===== config.mk =====
export PLATFORM = sky130hd
export DESIGN_NAME = spike_rate_decoder
export DESIGN_NICKNAME = d
export VERILOG_FILES = /design/src/rtl/snn_pkg.sv /design/src/rtl/spike_counter.sv /design/src/rtl/spike_rate_decoder.sv
export SDC_FILE = /design/constraint.sdc
export NUM_CORES = 1
export LEC_CHECK = 0
export BUFFER_PORTS_ARGS = -buffer_cell sky130_fd_sc_hd__buf_2
export CORE_MARGIN = 5
export CORE_UTILIZATION = 25
export CTS_CLUSTER_SIZE = 30
export DETAILED_ROUTE_END_ITERATION = 10
export SETUP_SLACK_MARGIN = 0.1
export SYNTH_ARGS = -nofsm -noshare
export SYNTH_HDL_FRONTEND = slang
export SYNTH_SLANG_ARGS = --single-unit
export TNS_END_PERCENT = 1

===== constraint.sdc =====
create_clock -name clk -period 6.22 [get_ports clk]
set_clock_uncertainty 0.15 [all_clocks]
set_input_delay 0.933 -clock clk [delete_from_list [all_inputs] [get_ports clk]]
set_output_delay 0.933 -clock clk [all_outputs]
set_load 0.05 [all_outputs]

===== src/rtl/snn_pkg.sv =====
// Shared definitions for the SNN neuron/decoder blocks: decode FSM states,
// default field widths and a width helper for index ports.
package snn_pkg;

   localparam int DEF_CNT_W = 8;
   localparam int DEF_WIN_W = 8;

   typedef enum logic [1:0] {
      IDLE  = 2'd0,
      COUNT = 2'd1,
      HOLD  = 2'd2
   } snn_state_e;

   // Index width for n channels, never narrower than one bit.
   function automatic int winner_width(input int n);
      return (n > 1) ? $clog2(n) : 1;
   endfunction

endpackage


===== src/rtl/spike_counter.sv =====
// Per-channel saturating spike counter with synchronous clear and enable.
// count_next exposes the value the register takes at the coming edge.
module spike_counter
   import snn_pkg::*;
#(
   parameter int CNT_W = DEF_CNT_W
) (
   input  logic             clk,
   input  logic             rst_n,
   input  logic             clear,
   input  logic             enable,
   input  logic             spike,
   output logic [CNT_W-1:0] count,
   output logic [CNT_W-1:0] count_next
);

   // NOTE: default assignment first, so no path through this block infers a latch.
   always_comb begin
      count_next = count;
      if (clear)
         count_next = '0;
      else if (enable && spike && (count != '1))
         count_next = count + CNT_W'(1);
   end

   // NOTE: state is updated with non-blocking assignments only, so every
   // register samples pre-edge values regardless of block ordering.
   always_ff @(posedge clk) begin
      if (!rst_n)
         count <= '0;
      else
         count <= count_next;
   end

endmodule


===== src/rtl/spike_rate_decoder.sv =====
// Rate decoder: counts spikes per channel over a programmable window, then
// holds counts, winning channel and tie flag until the consumer accepts them.
module spike_rate_decoder
   import snn_pkg::*;
#(
   parameter int NUM_CH = 2,
   parameter int CNT_W  = DEF_CNT_W,
   parameter int WIN_W  = DEF_WIN_W
) (
   input  logic                              clk,
   input  logic                              rst_n,
   input  logic [NUM_CH-1:0]                 spike_in,
   input  logic [WIN_W-1:0]                  window_len,
   input  logic                              start,
   input  logic                              out_ready,
   output logic                              out_valid,
   output logic [NUM_CH*CNT_W-1:0]           counts,
   output logic [winner_width(NUM_CH)-1:0]   winner,
   output logic                              tie,
   output logic                              busy
);

   localparam int WINNER_W = winner_width(NUM_CH);

   snn_state_e          state_q, state_d;
   logic [WIN_W-1:0]    win_len_q, elapsed_q;
   logic [WINNER_W-1:0] winner_q, winner_d;
   logic                tie_q, tie_d;
   logic                accept, last_cycle, seen;
   logic [CNT_W-1:0]    max_val;
   logic [CNT_W-1:0]    cnt_q [NUM_CH];
   logic [CNT_W-1:0]    cnt_d [NUM_CH];

   assign accept     = (state_q == IDLE) && start;
   // A captured length of 0 wraps to 2^WIN_W cycles through the modular compare.
   assign last_cycle = (state_q == COUNT) && (elapsed_q == win_len_q - WIN_W'(1));

   always_ff @(posedge clk) begin
      if (!rst_n)
         state_q <= IDLE;
      else
         state_q <= state_d;
   end

   always_comb begin
      state_d = state_q;
      unique case (state_q)
         IDLE:    if (start)      state_d = COUNT;
         COUNT:   if (last_cycle) state_d = HOLD;
         HOLD:    if (out_ready)  state_d = IDLE;
         default:                 state_d = IDLE;
      endcase
   end

   always_comb begin
      out_valid = (state_q == HOLD);
      busy      = (state_q == COUNT);
      winner    = winner_q;
      tie       = tie_q;
   end

   always_ff @(posedge clk) begin
      if (!rst_n) begin
         win_len_q <= '0;
         elapsed_q <= '0;
         winner_q  <= '0;
         tie_q     <= 1'b0;
      end else begin
         if (accept) begin
            win_len_q <= window_len;
            elapsed_q <= '0;
         end else if (state_q == COUNT) begin
            elapsed_q <= elapsed_q + WIN_W'(1);
         end
         if (last_cycle) begin
            winner_q <= winner_d;
            tie_q    <= tie_d;
         end
      end
   end

   // Counter registers double as the result registers: they freeze once COUNT ends.
   for (genvar i = 0; i < NUM_CH; i++) begin : g_ch
      spike_counter #(.CNT_W(CNT_W)) u_cnt (
         .clk        (clk),
         .rst_n      (rst_n),
         .clear      (accept),
         .enable     (busy),
         .spike      (spike_in[i]),
         .count      (cnt_q[i]),
         .count_next (cnt_d[i])
      );
      assign counts[i*CNT_W +: CNT_W] = cnt_q[i];
   end

   // Compare the post-edge counts so the final sampled spike is included.
   always_comb begin
      max_val  = cnt_d[0];
      winner_d = '0;
      tie_d    = 1'b0;
      seen     = 1'b0;
      for (int i = 1; i < NUM_CH; i++) begin
         if (cnt_d[i] > max_val) begin
            max_val  = cnt_d[i];
            winner_d = WINNER_W'(i);
         end
      end
      for (int i = 0; i < NUM_CH; i++) begin
         if (cnt_d[i] == max_val) begin
            if (seen)
               tie_d = 1'b1;
            seen = 1'b1;
         end
      end
   end

endmodule


==> summary.txt, run 1 <==
Cells and area
  • Fraction of layout cells with a size suffix above 1: 19.6%
  • Most frequent cells in the layout: dfxtp_1, nand2_1, buf_2
  • Commonest non-fill, non-tap cell in the layout: dfxtp_1
  • Final Net Count: 336
  • Fillers: 1,017
  • Area Growth Syn to Fin: 14.4%
  • Diodes inserted: 0

STA
  • Rel. slew slack: 50.6%
  • Max Clock Freq: 323 MHz
  • Final Max Tran Viols: 0
  • Final setup vio count: 0
  • Unrepaired setup endpoints after global routing: false
  • Setup Total Neg Slack: 0 ps
  • Final period util: 49.8%
  • Hold Fails Final Rpt: 0
  • Setup WS post-layout: 3120 ps
  • Tmin final: 3100 ps
  • Worst-margin pin slew: 739 ps

Die
  • Die X: 108 um
  • Initial core utilization: 25.7%
  • IO Pins: 34
  • Die Height: 108 um
  • Die area: 11,600 sq um
  • Row count: 35
  • Core ar.: 9280 sq um

Synthesis
  • Synth Flop Type: dfxtp_1
  • Largest family of logic cells by synthesized area: simple AND/OR/NAND/NOR gates
  • Post-synthesis compound-gate area fraction: 13.3%
  • Top cell type's share of synthesized area: 30.2%
  • Post-Synth Adder-Cell Area: 5.77%
  • XOR/XNOR Fraction of Synth Area: 11.6%
  • Number of synthesized flops with an enable pin: 0
  • Synth Register Bits: 36
  • Post-synthesis mux area share: 5.24%
  • Mean Syn Cell Area: 8.46 sq um
  • Mapped Cells: 282
  • Post-synthesis cell area: 2390 sq um
  • Simple logic cell fraction of the synthesized area: 28.3%
  • Yosys warnings: 0
  • Async SR Flop Fraction: 0%
  • Syn nets: 307
  • Area leader, netlist: dfxtp_1
  • Sequential area share after synthesis: 30.2%
  • Count of cell types in the netlist: 57
  • Synth top area cells: dfxtp_1, ha_1, xor2_1, nand2_1, nor2_1

Route
  • Vias per inst: 4.55
  • Total routed wirelength: 5920 um
  • Drt drc: 0
  • Initial drt markers: 142
  • DRT antenna net count: 0
  • Vias: 2,008
  • First drt pass iteration count: 4
  • Drt wl/cell: 13.4 um

Setup path
  • CP max-delay cell: or3b_1
  • CP max FO: 16
  • CP required: 6300 ps
  • WP buf/inv: 3
  • CP arrival: 3180 ps
  • Family with the most delay on the worst path: compound AO/OA/AOI/OAI gates
  • Most used cell, CP: inv_1
  • CP startpoint kind: primary input
  • CP cell instances: buf_2 > or3b_1 > nand2_1 > mux2i_1 > inv_1 > ha_1 > inv_1 > o221a_1 > a211o_1 > a311o_1 > o21ai_1
  • Setup Crit Path Kind: primary input to flip-flop
  • Crit-path max cell delay: 480 ps
  • Crit end category: flip-flop

Pwr
  • Pleak: 1.15 nW
  • Pwr/cell area: 178 nW/um^2
  • Peak supply drop: 0.0000708 V

Clock network
  • Setup bufs post-CTS: 0
  • Post-CTS sizing: 0
  • Root Buffer: clkbuf_8
  • CTS Sinks: 36
  • CTS Buf Count: 5
  • CTS tree: done
  • CTS Hold Bufs: 0
  • Clk_lat worst skew: 300 ps
  • H-Tree Depth: 2
  • CTS Buffer Depth: 2
  • Clock transition at the registers of the reported paths: 70 ps

Run status
  • Status: finished clean

Placement
  • Pre-CTS setup slack: 2810 ps
  • Final Wtd Congestion: 0.844
  • Number of port buffers: 33
  • DP HPWL: 4500 um

Worst hold path
  • Hold Path Class: flip-flop to flip-flop

GRT
  • Global route overflow: 0
  • Met2 Track Usage GR: 17.9%
  • Initial antenna violation count: 0
  • Met3 Use GR: 2.88%
  • First-pass GRT wire length: 9710 um
  • Met1 Resource Use GR: 13.3%
  • Pin count of the biggest net entering global routing: 23
  • GRT Total Usage: 10.6%
  • Vias in the first global route: 1,943
  • GRT busiest layer: met2

Job
  • Total of max-cap violations: 0
-- Yosys cell counts, types with 2 or more instances --
cell       count
dfxtp_1       36
nand2_1       34
nor2_1        31
xor2_1        15
a21oi_1       14
xnor2_1       13
ha_1          11
inv_1         11
mux2i_1       11
nand4_1       10
nand2b_1       7
clkbuf_1       5
nand3_1        4
nor2b_1        4
nor3_1         4
o211ai_1       4
o21ai_0        4
o21ai_1        4
a21o_1         3
and3_1         3
buf_6          3
nor3_2         3
nor4_1         3
a211o_1        2
a41oi_1        2
and2_1         2
and4_1         2
and4b_1        2
buf_2          2
nand4_2        2
o2111ai_1      2
o21ai_2        2
or2_2          2
or3_1          2
-- sequential cells by signal (all words and copies together), names as in the netlist --
name / flops
winner: 1
win_len_q: 8
elapsed_q: 8
g_ch.u_cnt.count: 16
state_q: 2
tie: 1
-- area by class of cell --
| cell class | instances | area [sq um] | area share, % |
|---|---|---|---|
| Sequential cell | 36 | 721 | 26.4 |
| Timing Repair Buffer | 34 | 173 | 6.33 |
| Clock buffer | 8 | 90.1 | 3.30 |
| Multi-Input combinational cell | 222 | 1530 | 56.2 |
| Tap cell | 129 | 161 | 5.91 |
| Inverter | 12 | 50.0 | 1.83 |
-- stage by stage --
step	std cells	area, sq um	util (%)	hold WS [ps]	power, W
2_1_floorplan	282	2390	-	295	0.000297
3_3_place_gp	433	2640	28.4	302	0.000311
3_5_place_dp	433	2640	28.4	317	0.000312
4_1_cts	441	2730	29.4	329	0.000491
5_1_grt	441	2730	29.4	373	0.000508
6_report	441	2730	29.4	320	0.000485
-- power by group --
group / internal [W] / total [W] / leakage [nW] / switching, W
Combinational: 0.0000247 / 0.0000637 / 0.811 / 0.0000390
Sequential: 0.000235 / 0.000243 / 0.292 / 0.00000816
Clock: 0.0000905 / 0.000178 / 0.0455 / 0.0000875
-- path summary, 6_finish.rpt --
path                                              from  depth (start not counted)     end  slack [ps]
worst max-delay path                             start                         11  winner        3120
worst min-delay path                            winner                          2  winner         320
worst max register to register  g_ch[0].u_cnt.count[0]                         11  winner        3140
worst min register to register                  winner                          2  winner         320
-- logic make-up after synthesis --
family,after synthesis
compound gates,45
buf+inv,24
xor+xnor,30
simple gates,124
fa+ha+maj,11
mux,12
flops,36
-- worst register-to-register path: cells and delay by family (launching register included) --
family / cells / cell delay, ps
adder cells (fa/ha/maj): 2 / 560
buffers and inverters: 2 / 120
AO/OA/AOI/OAI: 5 / 1210
flip-flops: 1 / 420
multiplexers: 1 / 300
AND/OR/NAND/NOR: 1 / 270
-- metal layers --
| metal | up-vias | routed length, um |
|---|---|---|
| li1 | 1046 | - |
| met1 | 930 | 2780 |
| met2 | 27 | 2840 |
| met3 | 5 | 237 |
| met4 | 0 | 60 |
| met5 | - | 0 |
Power figures use the tool's default switching activity.
==> run 2, diff against run 1 <==
Clock period 6.22 ns to 3.2 ns, I/O delays scaled along.
==> summary.txt, run 2 (synthesized netlist as in run 1, its figures left out) <==
Worst hold path
  • Worst hold path cell count: 3
  • Hold Path Class: primary input to flip-flop
  • Worst hold start: window_len[0]

Clock network
  • CTS Sinks: 36
  • CTS Buf Count: 5
  • H-Tree Depth: 2
  • CTS Buffer Depth: 2
  • Post-CTS sizing: 0
  • Clock transition at the registers of the reported paths: 80 ps
  • Root Buffer: clkbuf_8
  • Setup bufs post-CTS: 0
  • CTS tree: done
  • CTS Hold Bufs: 0
  • Clk_lat worst skew: 300 ps

Die
  • Core ar.: 9280 sq um
  • IO Pins: 34
  • Initial core utilization: 25.7%
  • Die area: 11,600 sq um
  • Row count: 35
  • Die X: 108 um
  • Die Height: 108 um

STA
  • Rel. slew slack: 46.7%
  • Final period util: 90.3%
  • Min Hold Slack: 272 ps
  • Worst-margin pin slew: 797 ps
  • Hold Fails Final Rpt: 0
  • Final Max Tran Viols: 0
  • Setup Total Neg Slack: 0 ps
  • Tmin final: 2890 ps
  • Max Clock Freq: 346 MHz
  • Unrepaired setup endpoints after global routing: false
  • Final setup vio count: 0

GRT
  • Vias in the first global route: 2,100
  • Initial antenna violation count: 0
  • Pin count of the biggest net entering global routing: 22
  • First-pass GRT wire length: 10,300 um
  • GRT Total Usage: 11.4%
  • Global route overflow: 0

Cells and area
  • Leading registers by flop count: g_ch.u_cnt.count (16), elapsed_q (8), win_len_q (8)
  • Finished Layout Cells: 448
  • Max reg flops: 16
  • Area Growth Syn to Fin: 16.8%
  • Most frequent cells in the layout: nand2_1, dfxtp_1, buf_2
  • Final Net Count: 343
  • Fraction of layout cells with a size suffix above 1: 22.6%
  • Diodes inserted: 0
  • Final Cell Area: 2790 sq um
  • Largest Register: g_ch.u_cnt.count

Pwr
  • Gate power share: 13.8%
  • Psw: 0.000268 W
  • Pwr/cell area: 341 nW/um^2
  • Clock power frac: 36.5%
  • Seq pwr share: 49.7%
  • Pleak: 1.19 nW
  • Peak supply drop: 0.000151 V
  • Switching Fraction: 28.2%
  • P_int: 0.000681 W

Route
  • Vias per inst: 4.60
  • Total routed wirelength: 6140 um
  • DRT antenna net count: 0
  • Drt wl/cell: 13.7 um
  • Initial drt markers: 132
  • Vias: 2,062
  • First drt pass iteration count: 4
  • Drt drc: 0

Setup path
  • Crit path from: g_ch[0].u_cnt.count[0]
  • CP startpoint kind: flip-flop
  • Worst R2R Start: g_ch[0].u_cnt.count[0]
  • Crit end category: flip-flop
  • CP max FO: 5
  • CP required: 3280 ps
  • Worst r2r path cells: 11
  • Setup Crit Path Kind: flip-flop to flip-flop
  • CP arrival: 2960 ps

Run status
  • Status: finished clean

Placement
  • DP HPWL: 4840 um
  • Number of port buffers: 33
  • Post-Place Cells: 440
  • DP Area: 2690 sq um
  • Final Wtd Congestion: 0.797

Job
  • Total of max-cap violations: 0
[run 2: layout make-up]
type / count / area (sq um)
Clock inverter: 2 / 10.0
Sequential cell: 36 / 723
Clock buffer: 6 / 82.6
Multi-Input combinational cell: 222 / 1530
Timing Repair Buffer: 41 / 225
Tap cell: 129 / 161
Fill cell: 1011 / 6500
Inverter: 12 / 50.0
[run 2: power by group through the flow]
stage	logic (W)	registers [W]	clock network [W]
finish	0.000131	0.000471	0.000346
global route	0.000145	0.000474	0.000374
CTS	0.000133	0.000471	0.000361
detailed placement	0.000132	0.000482	0
global placement	0.000128	0.000481	0
floorplan	0.0000965	0.000482	0
[run 2: path summary, 6_finish.rpt]
check | endpoint | slack [ps]
max | winner | 310
min | win_len_q[0] | 270
max reg2reg | winner | 310
min reg2reg | tie | 330
[run 2: routing by layer]
metal	track usage [%]	vias to the layer above	share of wire (%)
li1	-	1063	-
met1	13.9	964	46
met2	19.4	30	49
met3	3.00	5	3.4
met4	3.52	0	0.95
met5	0	-	0
[run 2: per-stage QoR]
step | setup WS, ps | power, W | utilization (%)
after floorplan | 127 | 0.000578 | -
after global placement | 370 | 0.000609 | 29.0
after detailed placement | 333 | 0.000613 | 29.0
after CTS | 299 | 0.000965 | 30.0
after global routing | 111 | 0.000993 | 30.0
final | 311 | 0.000949 | 30.0
[run 2: critical path, cell delays in order (launching register included)]
cell	delay, ps
dfxtp_2	350
ha_1	250
and4b_1	240
o21ai_1	170
mux2i_1	310
inv_1	80
ha_1	310
inv_1	50
o221a_1	240
a211o_1	240
a311o_1	310
o21ai_1	110
